===== src/rtl/ace_pkg.sv =====
// Shared ACE snoop types, encodings and the responder FSM states.
// Also holds the snoop-to-response decode used by the responder.
package ace_pkg;

  localparam int unsigned AceAddrWidth = 64;
  localparam int unsigned AceDataWidth = 64;
  localparam int unsigned CrWidth      = 5;

  // CR response bit positions
  localparam int unsigned CrDt  = 0;
  localparam int unsigned CrErr = 1;
  localparam int unsigned CrPd  = 2;
  localparam int unsigned CrIs  = 3;
  localparam int unsigned CrWu  = 4;

  typedef enum logic [3:0] {
    SnpReadOnce           = 4'b0000,
    SnpReadShared         = 4'b0001,
    SnpReadClean          = 4'b0010,
    SnpReadNotSharedDirty = 4'b0011,
    SnpReadUnique         = 4'b0111,
    SnpCleanShared        = 4'b1000,
    SnpCleanInvalid       = 4'b1001,
    SnpMakeInvalid        = 4'b1101
  } ac_snoop_e;

  typedef enum logic [2:0] {
    StIdle,
    StLookup,
    StWait,
    StUpdate,
    StCr,
    StCd
  } snoop_state_e;

  typedef struct packed {
    logic [AceAddrWidth-1:0] addr;
    logic [3:0]              snoop;
    logic [2:0]              prot;
  } ac_chan_t;

  typedef struct packed {
    logic [AceDataWidth-1:0] data;
    logic                    last;
  } cd_chan_t;

  typedef struct packed {
    logic     ac_valid;
    ac_chan_t ac;
    logic     cr_ready;
    logic     cd_ready;
  } snoop_req_t;

  typedef struct packed {
    logic               ac_ready;
    logic               cr_valid;
    logic [CrWidth-1:0] cr_resp;
    logic               cd_valid;
    cd_chan_t           cd;
  } snoop_resp_t;

  typedef struct packed {
    logic [CrWidth-1:0] cr_resp;
    logic               inval;
    logic               clean;
    logic               share;
  } snoop_dec_t;

  function automatic snoop_dec_t snoop_decode(
    input logic [3:0] snoop,
    input logic       hit,
    input logic       dirty,
    input logic       shared
  );
    snoop_dec_t d;
    logic       known;
    d     = '0;
    known = 1'b1;
    if (hit) begin
      case (snoop)
        SnpReadOnce: begin
          d.cr_resp[CrDt] = 1'b1;
          d.cr_resp[CrIs] = 1'b1;
        end
        SnpReadShared, SnpReadClean, SnpReadNotSharedDirty: begin
          d.cr_resp[CrDt] = 1'b1;
          d.cr_resp[CrIs] = 1'b1;
          d.cr_resp[CrPd] = dirty;
          d.clean         = dirty;
          d.share         = 1'b1;
        end
        SnpReadUnique: begin
          d.cr_resp[CrDt] = 1'b1;
          d.cr_resp[CrPd] = dirty;
          d.inval         = 1'b1;
        end
        SnpCleanInvalid: begin
          d.cr_resp[CrDt] = dirty;
          d.cr_resp[CrPd] = dirty;
          d.inval         = 1'b1;
        end
        SnpCleanShared: begin
          d.cr_resp[CrDt] = dirty;
          d.cr_resp[CrPd] = dirty;
          d.cr_resp[CrIs] = 1'b1;
          d.clean         = dirty;
        end
        SnpMakeInvalid: begin
          d.inval = 1'b1;
        end
        default: known = 1'b0;
      endcase
      // Unknown encodings answer with an all-zero response
      d.cr_resp[CrWu] = known & ~shared;
    end
    return d;
  endfunction

endpackage


===== src/rtl/ace_line_serializer.sv =====
// Holds one cache line and streams it out as DataWidth beats.
// Ports: load_i/line_i capture, start_i begins, valid/ready/data/last, done_o.
module ace_line_serializer #(
  parameter int unsigned DataWidth = 64,
  parameter int unsigned LineWidth = 512
) (
  input  logic                 clk_i,
  input  logic                 rst_i,
  input  logic                 load_i,
  input  logic [LineWidth-1:0] line_i,
  input  logic                 start_i,
  output logic                 valid_o,
  input  logic                 ready_i,
  output logic [DataWidth-1:0] data_o,
  output logic                 last_o,
  output logic                 done_o
);

  localparam int unsigned Beats = LineWidth / DataWidth;
  localparam int unsigned CntW  = (Beats > 1) ? $clog2(Beats) : 1;
  localparam logic [CntW-1:0] LastBeat = CntW'(Beats - 1);

  logic [LineWidth-1:0] r_line;
  logic [CntW-1:0]      r_cnt;
  logic                 r_active;
  logic                 w_fire;
  logic                 w_last;

  assign w_fire  = r_active & ready_i;
  assign w_last  = (r_cnt == LastBeat);
  assign valid_o = r_active;
  assign last_o  = r_active & w_last;
  assign data_o  = r_line[32'(r_cnt) * DataWidth +: DataWidth];
  assign done_o  = w_fire & w_last;

  always_ff @(posedge clk_i) begin
    if (load_i) begin
      r_line <= line_i;
    end
  end

  always_ff @(posedge clk_i) begin
    if (rst_i) begin
      r_active <= 1'b0;
      r_cnt    <= '0;
    end else if (start_i) begin
      r_active <= 1'b1;
      r_cnt    <= '0;
    end else if (w_fire) begin
      if (w_last) begin
        r_active <= 1'b0;
        r_cnt    <= '0;
      end else begin
        r_cnt <= r_cnt + 1'b1;
      end
    end
  end

endmodule


===== src/rtl/ace_snoop_responder.sv =====
// Cache-side ACE snoop responder: AC in, lookup/update, CR out, CD line out.
// Ports: snoop_req_i/snoop_resp_o bundles, lookup_* and upd_* cache ports.
module ace_snoop_responder
  import ace_pkg::*;
#(
  parameter int unsigned AddrWidth = AceAddrWidth,
  parameter int unsigned DataWidth = AceDataWidth,
  parameter int unsigned LineWidth = 512
) (
  input  logic                 clk_i,
  input  logic                 rst_i,
  input  snoop_req_t           snoop_req_i,
  output snoop_resp_t          snoop_resp_o,
  output logic                 lookup_req_o,
  output logic [AddrWidth-1:0] lookup_addr_o,
  input  logic                 lookup_gnt_i,
  input  logic                 lookup_valid_i,
  input  logic                 lookup_hit_i,
  input  logic                 lookup_dirty_i,
  input  logic                 lookup_shared_i,
  input  logic [LineWidth-1:0] lookup_data_i,
  output logic                 upd_req_o,
  output logic                 upd_inval_o,
  output logic                 upd_clean_o,
  output logic                 upd_share_o,
  input  logic                 upd_gnt_i
);

  localparam logic [AddrWidth-1:0] LineMask =
    AddrWidth'(LineWidth / 8 - 1);

  snoop_state_e         r_state;
  logic                 r_ac_ready;
  logic [AddrWidth-1:0] r_addr;
  logic [3:0]           r_snoop;
  logic                 r_lookup_req;
  logic                 r_upd_req;
  logic                 r_upd_inval;
  logic                 r_upd_clean;
  logic                 r_upd_share;
  logic                 r_cr_valid;
  logic [CrWidth-1:0]   r_cr_resp;

  snoop_dec_t           w_dec;
  logic                 w_ac_fire;
  logic                 w_cr_fire;
  logic                 w_ser_load;
  logic                 w_ser_start;
  logic                 w_ser_done;
  logic                 w_cd_valid;
  logic [DataWidth-1:0] w_cd_data;
  logic                 w_cd_last;
  logic                 w_unused;

  assign w_dec = snoop_decode(r_snoop, lookup_hit_i,
                              lookup_dirty_i, lookup_shared_i);

  assign w_ac_fire   = r_ac_ready & snoop_req_i.ac_valid;
  assign w_cr_fire   = r_cr_valid & snoop_req_i.cr_ready;
  assign w_ser_load  = (r_state == StWait) & lookup_valid_i;
  assign w_ser_start = w_cr_fire & r_cr_resp[CrDt];
  assign w_unused    = ^snoop_req_i.ac.prot;

  ace_line_serializer #(
    .DataWidth(DataWidth),
    .LineWidth(LineWidth)
  ) u_ser (
    .clk_i  (clk_i),
    .rst_i  (rst_i),
    .load_i (w_ser_load),
    .line_i (lookup_data_i),
    .start_i(w_ser_start),
    .valid_o(w_cd_valid),
    .ready_i(snoop_req_i.cd_ready),
    .data_o (w_cd_data),
    .last_o (w_cd_last),
    .done_o (w_ser_done)
  );

  always_ff @(posedge clk_i) begin
    if (rst_i) begin
      r_state      <= StIdle;
      r_ac_ready   <= 1'b0;
      r_addr       <= '0;
      r_snoop      <= '0;
      r_lookup_req <= 1'b0;
      r_upd_req    <= 1'b0;
      r_upd_inval  <= 1'b0;
      r_upd_clean  <= 1'b0;
      r_upd_share  <= 1'b0;
      r_cr_valid   <= 1'b0;
      r_cr_resp    <= '0;
    end else begin
      unique case (r_state)
        StIdle: begin
          if (w_ac_fire) begin
            r_addr       <= snoop_req_i.ac.addr & ~LineMask;
            r_snoop      <= snoop_req_i.ac.snoop;
            r_ac_ready   <= 1'b0;
            r_lookup_req <= 1'b1;
            r_state      <= StLookup;
          end else begin
            r_ac_ready <= 1'b1;
          end
        end
        StLookup: begin
          if (lookup_gnt_i) begin
            r_lookup_req <= 1'b0;
            r_state      <= StWait;
          end
        end
        StWait: begin
          if (lookup_valid_i) begin
            r_cr_resp   <= w_dec.cr_resp;
            r_upd_inval <= w_dec.inval;
            r_upd_clean <= w_dec.clean;
            r_upd_share <= w_dec.share;
            // decode only raises flags on a hit
            if (w_dec.inval | w_dec.clean | w_dec.share) begin
              r_upd_req <= 1'b1;
              r_state   <= StUpdate;
            end else begin
              r_cr_valid <= 1'b1;
              r_state    <= StCr;
            end
          end
        end
        StUpdate: begin
          if (upd_gnt_i) begin
            r_upd_req  <= 1'b0;
            r_cr_valid <= 1'b1;
            r_state    <= StCr;
          end
        end
        StCr: begin
          if (w_cr_fire) begin
            r_cr_valid <= 1'b0;
            if (r_cr_resp[CrDt]) begin
              r_state <= StCd;
            end else begin
              r_ac_ready <= 1'b1;
              r_state    <= StIdle;
            end
          end
        end
        StCd: begin
          if (w_ser_done) begin
            r_ac_ready <= 1'b1;
            r_state    <= StIdle;
          end
        end
        default: r_state <= StIdle;
      endcase
    end
  end

  assign lookup_req_o  = r_lookup_req;
  assign lookup_addr_o = r_addr;
  assign upd_req_o     = r_upd_req;
  assign upd_inval_o   = r_upd_inval;
  assign upd_clean_o   = r_upd_clean;
  assign upd_share_o   = r_upd_share;

  always_comb begin
    snoop_resp_o          = '0;
    snoop_resp_o.ac_ready = r_ac_ready;
    snoop_resp_o.cr_valid = r_cr_valid;
    snoop_resp_o.cr_resp  = r_cr_resp;
    snoop_resp_o.cd_valid = w_cd_valid;
    snoop_resp_o.cd.data  = w_cd_data;
    snoop_resp_o.cd.last  = w_cd_last;
  end

endmodule


===== config.mk =====
export PLATFORM = sky130hd
export DESIGN_NAME = ace_snoop_responder
export DESIGN_NICKNAME = d
export VERILOG_FILES = /design/src/rtl/ace_pkg.sv /design/src/rtl/ace_line_serializer.sv /design/src/rtl/ace_snoop_responder.sv
export SDC_FILE = /design/constraint.sdc
export NUM_CORES = 1
export LEC_CHECK = 0
export BUFFER_PORTS_ARGS = -buffer_cell sky130_fd_sc_hd__clkbuf_2
export CORE_AREA = 2 2 290 292
export CTS_BUF_LIST = sky130_fd_sc_hd__clkbuf_8
export CTS_CLUSTER_DIAMETER = 60
export DETAILED_ROUTE_END_ITERATION = 16
export DIE_AREA = 0 0 292 294
export PLACE_DENSITY = 0.56
export RECOVER_POWER = 25
export REMOVE_ABC_BUFFERS = 1
export SETUP_SLACK_MARGIN = 0.2
export SLEW_MARGIN = 20
export SYNTH_ARGS = -nofsm -noshare
export SYNTH_HDL_FRONTEND = slang
export SYNTH_HIERARCHICAL = 1
export SYNTH_SLANG_ARGS = --single-unit

===== constraint.sdc =====
create_clock -name clk_i -period 19.5 [get_ports clk_i]
set_input_delay 2.925 -clock clk_i [delete_from_list [all_inputs] [get_ports clk_i]]
set_output_delay 2.925 -clock clk_i [all_outputs]
set_load 0.1 [all_outputs]

==> report_table.html, run 1 <==
<table>
<tr><th>Metric</th><th>Value</th></tr>
<tr><th colspan="2">Status</th></tr>
<tr><td>Status</td><td>complete, no violations</td></tr>
<tr><th colspan="2">Detailed routing</th></tr>
<tr><td>Final wirelength</td><td>61.25 mm</td></tr>
<tr><td>DRT iter0 DRCs</td><td>712</td></tr>
<tr><td>Vias per std cell</td><td>4.380</td></tr>
<tr><td>Uppermost layer routed</td><td>met5</td></tr>
<tr><td>Detailed route wirelength on metal2</td><td>32.39 mm</td></tr>
<tr><td>Pre-Repair DR Iteration Count</td><td>4</td></tr>
<tr><td>DRT met1 WL</td><td>21.35 mm</td></tr>
<tr><td>Drt drc</td><td>0</td></tr>
<tr><td>Via Count</td><td>13534</td></tr>
<tr><td>ANT nets after route</td><td>0</td></tr>
<tr><td>Routed length per instance</td><td>19.82 µm</td></tr>
<tr><td>Metal3 WL</td><td>5.452 mm</td></tr>
<tr><th colspan="2">Placed design</th></tr>
<tr><td>Dpl hpwl</td><td>43.47 mm</td></tr>
<tr><td>Placement Setup Slack</td><td>12.90 ns</td></tr>
<tr><td>Placer Congestion</td><td>0.8452</td></tr>
<tr><td>Port buffer count</td><td>719</td></tr>
<tr><td>Placed cell count</td><td>2888</td></tr>
<tr><th colspan="2">Logic synthesis</th></tr>
<tr><td>Dominant synthesized flop cell</td><td>sky130_fd_sc_hd__edfxtp_1</td></tr>
<tr><td>Largest area contributor in the synthesized netlist</td><td>sky130_fd_sc_hd__edfxtp_1</td></tr>
<tr><td>Post-synthesis sequential element count</td><td>592</td></tr>
<tr><td>Mapped Avg Cell Area</td><td>19.70 µm²</td></tr>
<tr><td>Count of unique library cells instantiated by Yosys</td><td>55</td></tr>
<tr><td>Yosys warning count</td><td>6</td></tr>
<tr><td>Asr flop ratio synth</td><td>0%</td></tr>
<tr><td>Area fraction of the dominant cell type after synthesis</td><td>68.11%</td></tr>
<tr><td>Synth Instances</td><td>1146</td></tr>
<tr><td>Share of the yosys chip area belonging to registers</td><td>75.20%</td></tr>
<tr><td>Netlist area before placement</td><td>22570 µm²</td></tr>
<tr><td>Number of synthesized flops with an enable pin</td><td>512</td></tr>
<tr><td>Cell types with the largest area share after synthesis</td><td>sky130_fd_sc_hd__edfxtp_1, sky130_fd_sc_hd__mux4_2, sky130_fd_sc_hd__dfxtp_1</td></tr>
<tr><th colspan="2">Worst setup path</th></tr>
<tr><td>Cell family with the largest share of critical-path delay</td><td>buffers and inverters</td></tr>
<tr><td>Critical Path Sink Type</td><td>output pin</td></tr>
<tr><td>Crit path max-delay cell type</td><td>sky130_fd_sc_hd__buf_4</td></tr>
<tr><td>Worst Setup Path Type</td><td>flip-flop to output pin</td></tr>
<tr><td>Required time at the endpoint of the critical path</td><td>16.57 ns</td></tr>
<tr><td>Worst-path cell chain</td><td>buf_4 -&gt; buf_4 -&gt; mux4_2 -&gt; mux2_2 -&gt; clkbuf_2</td></tr>
<tr><td>Delay of the slowest cell on the worst path</td><td>0.79 ns</td></tr>
<tr><td>Arrival time at the worst endpoint</td><td>4.24 ns</td></tr>
<tr><td>Category of the worst setup path launch point</td><td>flip-flop</td></tr>
<tr><td>Most used cell, CP</td><td>sky130_fd_sc_hd__buf_4</td></tr>
<tr><td>Worst path buffer plus inverter count</td><td>3</td></tr>
<tr><td>Highest fanout seen on the critical path</td><td>44</td></tr>
<tr><th colspan="2">Cells and area</th></tr>
<tr><td>Number of nets in the layout</td><td>2510</td></tr>
<tr><td>Layout Cells excl Fill</td><td>3090</td></tr>
<tr><td>Filler cells</td><td>8001</td></tr>
<tr><td>Share of post-route cells with drive strength above 1</td><td>53.40%</td></tr>
<tr><td>Synthesis-to-layout area growth</td><td>28.51%</td></tr>
<tr><th colspan="2">Clock tree</th></tr>
<tr><td>Clock buffer count from CTS</td><td>104</td></tr>
<tr><td>Source-to-sink clock delay at the later pin of the worst-skew pair</td><td>0.72 ns</td></tr>
<tr><td>CTS-repair resized insts</td><td>0</td></tr>
<tr><td>Post-CTS Hold Buffers</td><td>0</td></tr>
<tr><td>Sink count of the clock tree</td><td>592</td></tr>
<tr><td>Max H-tree Level</td><td>3</td></tr>
<tr><td>Clock root buffer</td><td>sky130_fd_sc_hd__clkbuf_8</td></tr>
<tr><td>Clock tree from TritonCTS</td><td>yes</td></tr>
<tr><td>Clock edge transition at the registers on the reported setup and hold paths</td><td>0.06 ns</td></tr>
<tr><td>Post-CTS setup buffer count</td><td>0</td></tr>
<tr><td>Maximum number of buffers from clock root to sink</td><td>3</td></tr>
<tr><th colspan="2">Floorplanning</th></tr>
<tr><td>Core Box Area</td><td>82890 µm²</td></tr>
<tr><td>Ports</td><td>736</td></tr>
<tr><td>Std cell rows</td><td>106</td></tr>
<tr><td>Die X</td><td>292 µm</td></tr>
<tr><td>Initial cell density of the core</td><td>27.23%</td></tr>
<tr><td>Chip Height</td><td>294 µm</td></tr>
<tr><td>Die outline area</td><td>85850 µm²</td></tr>
<tr><th colspan="2">Global route</th></tr>
<tr><td>First-pass GRT wire length</td><td>88.47 mm</td></tr>
<tr><td>Maximum number of pins on one net before global-route repair</td><td>171</td></tr>
<tr><td>Gr usage total</td><td>13.86%</td></tr>
<tr><td>Global route overflow</td><td>0</td></tr>
<tr><td>Vias in the first global route</td><td>14864</td></tr>
<tr><td>Number of antenna violations at the first check in global routing</td><td>18</td></tr>
<tr><th colspan="2">Run</th></tr>
<tr><td>Count of maximum capacitance violations</td><td>0</td></tr>
<tr><th colspan="2">STA</th></tr>
<tr><td>Max Transition Viols Final</td><td>0</td></tr>
<tr><td>Worst slew pin tran</td><td>1.124 ns</td></tr>
<tr><td>RSZ-0062 raised after global routing</td><td>false</td></tr>
<tr><td>Final worst slack</td><td>12.34 ns</td></tr>
<tr><td>Accumulated negative setup slack</td><td>0 ns</td></tr>
<tr><td>Fin. Hold Viols</td><td>0</td></tr>
<tr><td>Slew Limit Headroom</td><td>25.07%</td></tr>
<tr><td>Setup violation total in the final timing report</td><td>0</td></tr>
<tr><td>Clock tree skew after final layout</td><td>0.02904 ns</td></tr>
<tr><td>Period utilization</td><td>36.73%</td></tr>
<tr><td>Final worst path period need</td><td>7.162 ns</td></tr>
<tr><td>Highest clock rate</td><td>139.6 MHz</td></tr>
<tr><th colspan="2">Worst hold path</th></tr>
<tr><td>Min-delay worst type</td><td>flip-flop to flip-flop</td></tr>
<tr><th colspan="2">Pwr</th></tr>
<tr><td>LEAKAGE</td><td>10.69 nW</td></tr>
<tr><td>Power per Cell Area</td><td>100.1 nW/µm²</td></tr>
<tr><td>Max VDD drop</td><td>0.00006650 V</td></tr>
</table>
final cells by class:
type	instances	area, µm²	share of cell area (%)
flip-flops and latches	592	16990	58.56
multi-input cells	479	5052	17.42
repair buffers	731	3692	12.73
clock buffers	109	1500	5.171
well taps	1080	1351	4.658
clock inverters	83	371.6	1.281
inverters	6	30.03	0.1035
diodes	10	25.02	0.08626
worst reg2reg max path: cells and delay by family, from the launching register on:
| family | cells | cell delay (ns) |
|---|---|---|
| buf+inv | 3 | 2.52 |
| flops | 1 | 0.46 |
| simple gates | 2 | 0.47 |
layer usage:
layer | track usage [%] | vias to the layer above
li1 | - | 6120
met1 | 14.03 | 6684
met2 | 24.87 | 599
met3 | 5.619 | 121
met4 | 6.374 | 10
met5 | 0 | -
cells in the mapped netlist (2+ instances only):
cell	instances
sky130_fd_sc_hd__mux4_2	128
sky130_fd_sc_hd__a21boi_0	2
sky130_fd_sc_hd__edfxtp_1	512
sky130_fd_sc_hd__inv_2	2
sky130_fd_sc_hd__dfxtp_1	80
sky130_fd_sc_hd__clkbuf_1	22
sky130_fd_sc_hd__buf_1	5
sky130_fd_sc_hd__a21bo_2	3
sky130_fd_sc_hd__nand2_1	136
sky130_fd_sc_hd__a31oi_1	3
sky130_fd_sc_hd__and3_1	3
sky130_fd_sc_hd__nand3_1	7
sky130_fd_sc_hd__o211ai_1	3
sky130_fd_sc_hd__buf_4	12
sky130_fd_sc_hd__nor3_1	2
sky130_fd_sc_hd__o21ai_1	2
sky130_fd_sc_hd__o21ai_0	3
sky130_fd_sc_hd__o31ai_1	2
sky130_fd_sc_hd__buf_6	27
sky130_fd_sc_hd__buf_2	8
sky130_fd_sc_hd__ha_1	2
sky130_fd_sc_hd__inv_1	4
sky130_fd_sc_hd__mux2_2	64
sky130_fd_sc_hd__a21oi_1	76
sky130_fd_sc_hd__nor2_1	8
report_power, final:
group / internal (W) / switching (W) / total (W)
Clock: 0.000518 / 0.000510 / 0.00103
Combinational: 0.0000961 / 0.000290 / 0.000386
Sequential: 0.00146 / 0.0000306 / 0.00149
Total: 0.00207 / 0.000830 / 0.00290
worst paths after layout:
path                startpoint                 to  slack [ns]  cells past startpoint
max             u_ser/r_cnt[0]   snoop_resp_o[15]       12.34                      5
min          lookup_addr_o[32]  lookup_addr_o[32]        0.45                      2
max reg2reg         r_state[2]   u_ser/r_line[78]       15.62                      5
min reg2reg  lookup_addr_o[32]  lookup_addr_o[32]        0.45                      2
layout by cell type, fill, tap and decap left out, types with 2 or more instances in the layout:
cell and count:
sky130_fd_sc_hd__o31ai_1 2, sky130_fd_sc_hd__clkbuf_2 712, sky130_fd_sc_hd__clkinv_1 31, sky130_fd_sc_hd__mux4_2 128, sky130_fd_sc_hd__dfxtp_1 77, sky130_fd_sc_hd__a31oi_1 3
sky130_fd_sc_hd__ha_1 2, sky130_fd_sc_hd__inv_8 2, sky130_fd_sc_hd__a21boi_0 2, sky130_fd_sc_hd__conb_1 7, sky130_fd_sc_hd__clkbuf_1 7, sky130_fd_sc_hd__nor3_1 2
sky130_fd_sc_hd__nor2_1 8, sky130_fd_sc_hd__o211ai_1 3, sky130_fd_sc_hd__a21oi_1 76, sky130_fd_sc_hd__a21bo_2 3, sky130_fd_sc_hd__clkinv_2 12, sky130_fd_sc_hd__nand2_1 136
sky130_fd_sc_hd__inv_1 36, sky130_fd_sc_hd__clkinvlp_4 4, sky130_fd_sc_hd__clkbuf_8 109, sky130_fd_sc_hd__diode_2 10, sky130_fd_sc_hd__o21ai_1 2, sky130_fd_sc_hd__nand3_1 7
sky130_fd_sc_hd__edfxtp_1 512, sky130_fd_sc_hd__o21ai_0 3, sky130_fd_sc_hd__buf_4 11, sky130_fd_sc_hd__mux2_2 64, sky130_fd_sc_hd__dfxtp_4 3, sky130_fd_sc_hd__and3_1 3
metrics by stage:
step / power (W) / util (%) / cell area [µm²] / hold WS [ns]
floorplan: 0.001792 / - / 22050 / 0.5267
global placement: 0.001893 / 32.72 / 27120 / 0.4443
detailed placement: 0.001904 / 32.72 / 27120 / 0.4477
CTS: 0.002952 / 34.97 / 28990 / 0.4559
global route: 0.003027 / 35.00 / 29010 / 0.4708
finish: 0.002904 / 35.00 / 29010 / 0.4536
cells by family (layout without fill, tap and decap cells):
family | Yosys count | in the layout | synth area share, %
AO/OA/AOI/OAI | 105 | 105 | 2.744
multiplexers | 193 | 193 | 16.01
adder cells (fa/ha/maj) | 2 | 2 | 0.1108
AND/OR/NAND/NOR | 172 | 172 | 3.381
other | 1 | 17 | 0.01661
buffers and inverters | 81 | 929 | 2.539
flip-flops | 592 | 592 | 75.20
state kept, by name, indices dropped and copies added, names as in the netlist, 3 cells and up:
| name | flops |
|---|---|
| r_state | 3 |
| r_cr_resp | 4 |
| u_ser/r_cnt | 3 |
| lookup_addr_o | 58 |
| r_snoop | 4 |
| u_ser/r_line | 512 |
Note: power is estimated with default switching activity, not from simulation.
==> run 2: changes to the inputs <==
--- a/config.mk
+++ b/config.mk
@@ -6,12 +6,12 @@
 export NUM_CORES = 1
 export LEC_CHECK = 0
 export BUFFER_PORTS_ARGS = -buffer_cell sky130_fd_sc_hd__clkbuf_2
-export CORE_AREA = 2 2 290 292
+export CORE_AREA = 2 2 289 291
 export CTS_BUF_LIST = sky130_fd_sc_hd__clkbuf_8
 export CTS_CLUSTER_DIAMETER = 60
 export DETAILED_ROUTE_END_ITERATION = 16
-export DIE_AREA = 0 0 292 294
-export PLACE_DENSITY = 0.56
+export DIE_AREA = 0 0 291 293
+export PLACE_DENSITY = 0.58
 export RECOVER_POWER = 25
 export REMOVE_ABC_BUFFERS = 1
 export SETUP_SLACK_MARGIN = 0.2
==> constraint.sdc (replaced) <==
create_clock -name clk_i -period 6.1 [get_ports clk_i]
set_input_delay 0.915 -clock clk_i [delete_from_list [all_inputs] [get_ports clk_i]]
set_output_delay 0.915 -clock clk_i [all_outputs]
set_load 0.1 [all_outputs]
==> run 2 against run 1 <==
Against the previous run:
- clock power grew to 3.3 times the previous value
- routed wire length is 0.37% higher
- non-clock buffer count is 4 higher
- sequential cell count is the same
- register-to-register slack got worse by 12 ns
- die area fell by 0.68%
- utilization rose by 0.61 points
- sequential share of layout area decreased by 0.26 points
- clock-buffer cell count stayed put
- critical path depth is 1 lower
- first-iteration DRC count up 0.28%
- global-route usage is 0.11 points higher
==> report_table.html, run 2 (same netlist as run 1, synthesis figures left out) <==
<table>
<tr><th>Metric</th><th>Value</th></tr>
<tr><th colspan="2">Global route</th></tr>
<tr><td>Global route overflow</td><td>0</td></tr>
<tr><td>First-pass GRT wire length</td><td>89.91 mm</td></tr>
<tr><td>Vias in the first global route</td><td>14766</td></tr>
<tr><td>Maximum number of pins on one net before global-route repair</td><td>121</td></tr>
<tr><td>Number of antenna violations at the first check in global routing</td><td>6</td></tr>
<tr><td>Gr usage total</td><td>13.97%</td></tr>
<tr><th colspan="2">Floorplanning</th></tr>
<tr><td>Die X</td><td>291 µm</td></tr>
<tr><td>Initial cell density of the core</td><td>27.58%</td></tr>
<tr><td>Core Box Area</td><td>81850 µm²</td></tr>
<tr><td>Die outline area</td><td>85260 µm²</td></tr>
<tr><td>Ports</td><td>736</td></tr>
<tr><td>Chip Height</td><td>293 µm</td></tr>
<tr><td>Std cell rows</td><td>105</td></tr>
<tr><th colspan="2">Detailed routing</th></tr>
<tr><td>Final wirelength</td><td>61.48 mm</td></tr>
<tr><td>DRT iter0 DRCs</td><td>714</td></tr>
<tr><td>Drt drc</td><td>0</td></tr>
<tr><td>Vias per std cell</td><td>4.351</td></tr>
<tr><td>ANT nets after route</td><td>0</td></tr>
<tr><td>Routed length per instance</td><td>20.00 µm</td></tr>
<tr><td>Pre-Repair DR Iteration Count</td><td>5</td></tr>
<tr><td>Via Count</td><td>13376</td></tr>
<tr><th colspan="2">Worst setup path</th></tr>
<tr><td>Launch instance of the worst register-to-register path</td><td>r_state[1]</td></tr>
<tr><td>Cell family with the largest share of critical-path delay</td><td>multiplexers</td></tr>
<tr><td>Category of the worst setup path launch point</td><td>flip-flop</td></tr>
<tr><td>Highest fanout seen on the critical path</td><td>46</td></tr>
<tr><td>Arrival time at the worst endpoint</td><td>3.23 ns</td></tr>
<tr><td>Worst-path cell chain</td><td>buf_12 -&gt; mux4_2 -&gt; mux2_2 -&gt; clkbuf_2</td></tr>
<tr><td>Crit path max-delay cell type</td><td>sky130_fd_sc_hd__dfxtp_4</td></tr>
<tr><td>Delay of the slowest cell on the worst path</td><td>0.77 ns</td></tr>
<tr><td>Worst Setup Path Type</td><td>flip-flop to output pin</td></tr>
<tr><td>Required time at the endpoint of the critical path</td><td>5.18 ns</td></tr>
<tr><td>Worst path buffer plus inverter count</td><td>2</td></tr>
<tr><td>Critical Path Sink Type</td><td>output pin</td></tr>
<tr><td>Start point of the critical path</td><td>u_ser/r_cnt[0]</td></tr>
<tr><th colspan="2">Pwr</th></tr>
<tr><td>Design Power</td><td>0.009391 W</td></tr>
<tr><td>LEAKAGE</td><td>10.79 nW</td></tr>
<tr><td>Max VDD drop</td><td>0.0002020 V</td></tr>
<tr><td>Power per Cell Area</td><td>322.3 nW/µm²</td></tr>
<tr><th colspan="2">Cells and area</th></tr>
<tr><td>Synthesis-to-layout area growth</td><td>29.09%</td></tr>
<tr><td>Share of post-route cells with drive strength above 1</td><td>53.38%</td></tr>
<tr><td>Filler cells</td><td>7832</td></tr>
<tr><td>Layout Cells excl Fill</td><td>3074</td></tr>
<tr><td>Most frequent standard cell in the layout excluding fill and tap cells</td><td>sky130_fd_sc_hd__clkbuf_2</td></tr>
<tr><td>Number of nets in the layout</td><td>2509</td></tr>
<tr><td>Largest reg by FF count</td><td>u_ser/r_line</td></tr>
<tr><td>Flip-flop count of the largest register after layout</td><td>512</td></tr>
<tr><td>Commonest cells after routing, fill and taps aside</td><td>sky130_fd_sc_hd__clkbuf_2, sky130_fd_sc_hd__edfxtp_1, sky130_fd_sc_hd__nand2_1</td></tr>
<tr><th colspan="2">STA</th></tr>
<tr><td>RSZ-0062 raised after global routing</td><td>false</td></tr>
<tr><td>Slew Limit Headroom</td><td>40.71%</td></tr>
<tr><td>Worst slew pin tran</td><td>0.8893 ns</td></tr>
<tr><td>Worst slack on hold paths</td><td>0.3844 ns</td></tr>
<tr><td>Period utilization</td><td>67.90%</td></tr>
<tr><td>Max Transition Viols Final</td><td>0</td></tr>
<tr><td>Final worst path period need</td><td>4.142 ns</td></tr>
<tr><td>Highest clock rate</td><td>241.4 MHz</td></tr>
<tr><td>Fin. Hold Viols</td><td>0</td></tr>
<tr><td>Setup violation total in the final timing report</td><td>0</td></tr>
<tr><td>Clock tree skew after final layout</td><td>0.05096 ns</td></tr>
<tr><th colspan="2">Clock tree</th></tr>
<tr><td>CTS-repair resized insts</td><td>0</td></tr>
<tr><td>Post-CTS setup buffer count</td><td>0</td></tr>
<tr><td>Max H-tree Level</td><td>3</td></tr>
<tr><td>Sink count of the clock tree</td><td>592</td></tr>
<tr><td>Clock edge transition at the registers on the reported setup and hold paths</td><td>0.06 ns</td></tr>
<tr><td>Post-CTS Hold Buffers</td><td>0</td></tr>
<tr><td>Source-to-sink clock delay at the later pin of the worst-skew pair</td><td>0.70 ns</td></tr>
<tr><td>Clock buffer count from CTS</td><td>99</td></tr>
<tr><td>Maximum number of buffers from clock root to sink</td><td>3</td></tr>
<tr><td>Clock tree from TritonCTS</td><td>yes</td></tr>
<tr><td>Clock root buffer</td><td>sky130_fd_sc_hd__clkbuf_8</td></tr>
<tr><th colspan="2">Placed design</th></tr>
<tr><td>Placed cell count</td><td>2882</td></tr>
<tr><td>Placer Congestion</td><td>0.8599</td></tr>
<tr><td>Dpl hpwl</td><td>45.32 mm</td></tr>
<tr><td>Port buffer count</td><td>719</td></tr>
<tr><th colspan="2">Worst hold path</th></tr>
<tr><td>Startpoint of the worst hold path</td><td>lookup_data_i[382]</td></tr>
<tr><td>Min-delay worst type</td><td>primary input to flip-flop</td></tr>
<tr><th colspan="2">Run</th></tr>
<tr><td>Count of maximum capacitance violations</td><td>0</td></tr>
<tr><th colspan="2">Status</th></tr>
<tr><td>Status</td><td>complete, no violations</td></tr>
</table>
## run 2: changes by cell type in the layout (fill, tap and decap cells not counted), sizes merged
cell / before / now
clkinvlp: 4 / 3
diode: 10 / 5
buf: 12 / 16
bufinv: 0 / 3
inv: 40 / 53
clkinv: 45 / 25
## run 2: path summary, 6_finish.rpt
path / end / slack, ns / depth (start not counted)
min: u_ser/r_line[382] / 0.38 / 1
max reg2reg: u_ser/r_line[314] / 3.43 / 4
max: snoop_resp_o[19] / 1.96 / 4
min reg2reg: lookup_addr_o[25] / 0.46 / 2
## run 2: metrics by stage
step           setup TNS [ns]  worst slack, ns  util [%]  instance area (µm²)
6_report                    0            1.958     35.60                29140
5_1_grt                     0            1.689     35.60                29140
4_1_cts                     0            1.735     35.60                29140
3_5_place_dp                0            2.491     33.22                27190
3_3_place_gp                0            2.478     33.22                27190
2_1_floorplan         -688.98           -1.512         -                22050
## run 2: where the power goes
part / leakage (nW) / internal, W / switching, W
Combinational: 4.37 / 0.000310 / 0.000932
Sequential: 5.27 / 0.00466 / 0.0000992
Clock: 1.15 / 0.00179 / 0.00160
Total: 10.8 / 0.00676 / 0.00263
## run 2: layout make-up
cell class                      instances  area [µm²]  share of cell area [%]
Timing Repair Buffer                  735        3769                   12.93
Tap cell                             1070        1339                   4.594
Antenna cell                            5       12.51                 0.04294
Sequential cell                       592       16990                   58.30
Clock inverter                         78       450.4                   1.546
Inverter                                6       30.03                  0.1030
Multi-Input combinational cell        479        5052                   17.34
Clock buffer                          109        1500                   5.148
## run 2: worst register-to-register path, cell delays in order (launching register included)
cell                      delay, ns
sky130_fd_sc_hd__dfxtp_1       0.56
sky130_fd_sc_hd__and2b_4       0.24
sky130_fd_sc_hd__nand2_4       0.11
sky130_fd_sc_hd__inv_8         0.60
sky130_fd_sc_hd__buf_12        0.64
## run 2: metal layers
metal  share of wire [%]  vias up  global-route usage (%)
li1                    -     6113                       -
met1                  37     6557                   15.05
met2                  52      604                   25.18
met3                 8.9      100                   5.121
met4                 2.8        2                   4.840
met5               0.016        -                       0
